--- config.mk ---
export PLATFORM = sky130hd
export DESIGN_NAME = frame_buf_ctrl
export DESIGN_NICKNAME = d
export VERILOG_FILES = /design/src/rtl/frame_buf_ctrl.sv
export SDC_FILE = /design/constraint.sdc
export NUM_CORES = 1
export LEC_CHECK = 0
export CORE_AREA = 8 8 82 84
export CTS_CLUSTER_DIAMETER = 200
export CTS_CLUSTER_SIZE = 20
export DETAILED_ROUTE_END_ITERATION = 8
export DIE_AREA = 0 0 90 92
export HOLD_SLACK_MARGIN = 0.15
export PLACE_DENSITY_LB_ADDON = 0.2
export SLEW_MARGIN = 5
export SYNTH_ARGS = -nofsm -noshare
export SYNTH_HDL_FRONTEND = slang
export SYNTH_SLANG_ARGS = --single-unit
--- constraint.sdc ---
create_clock -name clk -period 2.11 [get_ports clk]
set_input_delay 0.633 -clock clk [delete_from_list [all_inputs] [get_ports clk]]
set_output_delay 0.633 -clock clk [all_outputs]
set_load 0.1 [all_outputs]
--- src/rtl/frame_buf_ctrl.sv ---
// Raster timing and ping-pong buffer controller for the display frame mux.
// Scans a raster, drives a one-hot buf0/blank/buf1 select with a registered
// read address into the front buffer, and swaps front/back buffers only at
// a frame boundary once the writer has reported the back buffer complete.
module frame_buf_ctrl #(
   parameter  int H_ACTIVE = 640,
   parameter  int H_BLANK  = 160,
   parameter  int V_ACTIVE = 480,
   parameter  int V_BLANK  = 45,
   parameter  int ADDR_W   = 19,
   localparam int H_TOTAL  = H_ACTIVE + H_BLANK,
   localparam int V_TOTAL  = V_ACTIVE + V_BLANK,
   localparam int HW       = $clog2(H_TOTAL),
   localparam int VW       = $clog2(V_TOTAL)
) (
   input  logic              clk,
   input  logic              rst_n,
   input  logic              en,
   input  logic              wr_done,
   output logic              sel_buf0,
   output logic              sel_blank,
   output logic              sel_buf1,
   output logic              pixel_valid,
   output logic [ADDR_W-1:0] rd_addr,
   output logic              frame_start,
   output logic              swap_ack,
   output logic              back_buf,
   output logic [HW-1:0]     hcount,
   output logic [VW-1:0]     vcount
);

   logic h_last;
   logic v_last;
   logic at_origin;
   logic active;
   logic swap;
   logic pending;
   logic swap_done;

   assign h_last    = (hcount == HW'(H_TOTAL - 1));
   assign v_last    = (vcount == VW'(V_TOTAL - 1));
   assign at_origin = (hcount == '0) && (vcount == '0);
   assign active    = (hcount < HW'(H_ACTIVE)) && (vcount < VW'(V_ACTIVE));
   // A completed back buffer is taken at the last pixel of the frame, either
   // from an earlier report or from one arriving in that very cycle.
   assign swap      = en && h_last && v_last && (pending || wr_done);

   // Raster counters; disabling parks the scan at the origin.
   always_ff @(posedge clk or negedge rst_n) begin
      if (!rst_n) begin
         hcount <= '0;
         vcount <= '0;
      end else if (!en) begin
         hcount <= '0;
         vcount <= '0;
      end else if (h_last) begin
         hcount <= '0;
         vcount <= v_last ? '0 : vcount + VW'(1);
      end else begin
         hcount <= hcount + HW'(1);
      end
   end

   // Swap handshake; front buffer is always the complement of back_buf.
   // pending and back_buf deliberately survive en=0.
   always_ff @(posedge clk or negedge rst_n) begin
      if (!rst_n) begin
         back_buf  <= 1'b1;
         pending   <= 1'b0;
         swap_done <= 1'b0;
      end else begin
         swap_done <= swap;
         if (swap) begin
            back_buf <= ~back_buf;
            pending  <= 1'b0;
         end else if (wr_done) begin
            pending  <= 1'b1;
         end
      end
   end

   // Registered pixel outputs describing the previous cycle's raster position.
   always_ff @(posedge clk or negedge rst_n) begin
      if (!rst_n) begin
         sel_buf0    <= 1'b0;
         sel_blank   <= 1'b1;
         sel_buf1    <= 1'b0;
         pixel_valid <= 1'b0;
         rd_addr     <= '0;
         frame_start <= 1'b0;
         swap_ack    <= 1'b0;
      end else if (!en) begin
         sel_buf0    <= 1'b0;
         sel_blank   <= 1'b1;
         sel_buf1    <= 1'b0;
         pixel_valid <= 1'b0;
         rd_addr     <= '0;
         frame_start <= 1'b0;
         swap_ack    <= 1'b0;
      end else begin
         sel_buf0    <= active && back_buf;
         sel_buf1    <= active && !back_buf;
         sel_blank   <= !active;
         pixel_valid <= active;
         frame_start <= at_origin;
         swap_ack    <= at_origin && swap_done;
         // Running address: restarts at the origin pixel, holds through blank.
         if (active) begin
            rd_addr <= at_origin ? '0 : rd_addr + ADDR_W'(1);
         end
      end
   end

endmodule
==> impl_metrics.py <==
metrics = {
    "timing": {
        "rsz0062_at_grt": "yes",
        "min_period_over_period": 0.999,
        "worst_slack_ns": 0.00292,
        "setup-violations-final": 0,
        "final_max_slew_viol_count": 0,
        "hold_viol": 0,
        "skew_ns": 0.0149,
        "max_slew.worst_pin.slew_ns": 0.610,
        "slew_headroom": 0.589,
        "period_needed_ns": 2.11,
        "max_freq_ghz": 0.475,
    },
    "power_and_ir_drop": {
        "p_per_area_mw_per_mm2": 503,
        "p_leak_nw": 1.55,
        "finalPower_mw": 1.87,
        "ir_drop_mv": 0.311,
    },
    "final_layout": {
        "nets": 317,
        "finalCoreUtilization": 0.689,
        "fin_cells": 381,
        "area_growth_pct": 53.9,
        "antenna_cells": 0,
        "drive_gt1_frac": 0.385,
        "stdcell_area_mm2": 0.00373,
    },
    "worst_setup_path": {
        "cp.arrival_ns": 2.28,
        "cpMaxStageDelayCell": "dfrtp_4",
        "critical-path-top-delay-family": "simple AND/OR/NAND/NOR gates",
        "cp_num_buf_inv": 2,
        "reg2reg_depth": 8,
        "r2r_setup_slack_ns": 0.003,
        "setup.worst_path.class": "flop to flop",
        "startpoint": "vcount[1]",
        "path_depth": 8,
        "path_max_fanout": 35,
        "r2r-start": "vcount[1]",
        "cp-end-kind": "flop",
        "required_ns": 2.29,
        "slowest_delay_ns": 0.48,
        "cp_cell_sequence": "inv_2 > ha_1 > or4b_4 > nor3_4 > a21oi_2 > buf_12 > and3_4 > a221o_1",
        "cp-start-kind": "flop",
    },
    "clock_network": {
        "cts_buffer_depth": 2,
        "cts_tree": "built",
        "cts.hold.buffers_added": 0,
        "clk_pin_slew_worst_paths_ns": 0.09,
        "insertion_delay_ns": 0.30,
        "cts_sinks": 48,
        "cts_made_buffers": 5,
        "htreeDepth": 2,
        "cts-root-buf": "clkbuf_8",
    },
    "synth": {
        "syn_area_mm2": 0.00242,
        "ys_ff_latch": 48,
        "synth_cell_types": 40,
        "ys_seq_area_frac": 0.497,
        "synth_top_area_frac": 0.475,
        "synth_fp_nets": 252,
        "yosysWarnings": 0,
        "yosysTopAreaCell": "dfrtp_1",
        "synth.cells.most_frequent": "46 x dfrtp_1, 22 x nor2_1, 18 x nand3_1",
        "synth-edff-count": 0,
        "synthArstFlopShare": 1.00,
        "syn_area_per_cell_um2": 9.96,
        "yosys-top-cells-area": "dfrtp_1 48%, a31oi_1 4.4%, nand3_1 3.7%",
        "synthFlopType": "dfrtp_1",
        "synth.most_common_cell": "dfrtp_1",
        "synthCells": 243,
    },
    "placement": {
        "place_hpwl_um": 4280,
        "place_congestion": 0.786,
        "placed_cells": 373,
        "dpl_worst_slack_ns": -0.0333,
        "postPlaceCellArea_mm2": 0.00364,
        "io_buffers": 49,
    },
    "route": {
        "wl_per_cell_um": 15.2,
        "ant_nets": 0,
        "routed_wl_um": 5780,
        "drc": 0,
        "first_pass_iters": 4,
        "vias": 2068,
        "vias_per_cell": 5.43,
        "first_iter_violations": 133,
    },
    "grt": {
        "grt_usage": 0.141,
        "antenna_found_initial": 0,
        "overflow": 0,
        "grt_pass1_wl_um": 9780,
        "grt_pass1_vias": 2021,
        "grt_max_degree": 36,
    },
    "floorplanning": {
        "rows": 27,
        "fp.dieH_um": 92,
        "core_mm2": 0.00541,
        "die_area_mm2": 0.00828,
        "initial_utilization": 0.448,
        "num_io_pins": 50,
        "die_w_um": 90,
    },
    "outcome": {
        "outcome": "finished, final reports clean",
    },
    "hold_path": {
        "min_path_type": "input port to asynchronous set/reset pin",
    },
    "run": {
        "drv_cap": 0,
    },
}
==> metal layers <==
layer / vias up / GRT usage / part of all wire
li1: 1010 / - / -
met1: 991 / 0.181 / 0.45
met2: 63 / 0.233 / 0.50
met3: 4 / 0.0310 / 0.049
met4: 0 / 0.0416 / 0.0035
met5: - / 0 / 0
==> state kept, by name (all words and copies together), names as in the netlist <==
name / count
pending: 1
sel_blank: 1
hcount: 10
back_buf: 1
frame_start: 1
vcount: 10
pixel_valid: 1
rd_addr: 19
sel_buf0: 1
swap_done: 1
sel_buf1: 1
swap_ack: 1
==> metrics by stage <==
step,setup TNS [ns],hold slack (ns)
2_1_floorplan,-1.61,0.337
3_3_place_gp,0,0.432
3_5_place_dp,-0.0402,0.447
4_1_cts,0,0.312
5_1_grt,-0.125,0.339
6_report,0,0.304
==> path summary, 6_finish.rpt <==
kind	to
max in group asynchronous	rd_addr[0]
max reg2reg	rd_addr[18]
min in group clk	swap_ack
max	rd_addr[18]
min	hcount[9]
min reg2reg	swap_ack
==> power breakdown <==
part	internal [mW]	switching [mW]
Combinational	0.130	0.231
Sequential	0.946	0.0379
Clock	0.232	0.298
Total	1.31	0.567
==> cells by family after synthesis <==
kind of cell               after synthesis  share of synthesized area
and+or+nand+nor                        102                      0.237
AOI/OAI and AO/OA                       56                      0.147
DFF                                     48                      0.497
buffers and inverters                   17                     0.0372
xor gates and xnor gates                13                     0.0470
adders and majority gates                5                     0.0258
muxes                                    2                    0.00879
==> placed cells by master, fill, tap and decap left out, types with 6 or more instances in the layout <==
| cell | n |
|---|---|
| dfrtp_4 | 9 |
| a21oi_1 | 12 |
| dfrtp_1 | 14 |
| a31oi_1 | 17 |
| nand2_1 | 16 |
| or2b_1 | 6 |
| inv_1 | 7 |
| buf_4 | 15 |
| and3_1 | 10 |
| o21ai_0 | 10 |
| buf_12 | 48 |
| dfrtp_2 | 23 |
| nand4_1 | 7 |
| nor2_1 | 22 |
| nand3_1 | 18 |
| xor2_1 | 8 |
==> timing repair <==
item | in CTS | in global routing
buffers inserted | 0 | 0
endpoints found under the setup margin | 0 | 5
gates resized for setup | 0 | 1
==> final cells by class <==
class / instances / area (um2)
Fill cell: 380 / 1680
Timing Repair Buffer: 66 / 1100
Sequential cell: 48 / 1270
Clock buffer: 6 / 72.6
Multi-Input combinational cell: 178 / 1150
Tap cell: 72 / 90.1
Clock inverter: 2 / 12.5
Inverter: 9 / 33.8
==> worst reg2reg max path, cell delays in order, from the launching register on <==
cell	delay [ns]
dfrtp_4	0.48
inv_2	0.06
ha_1	0.12
or4b_4	0.46
nor3_4	0.16
a21oi_2	0.09
buf_12	0.17
and3_4	0.18
a221o_1	0.27
(Power assumes the default switching activity.)
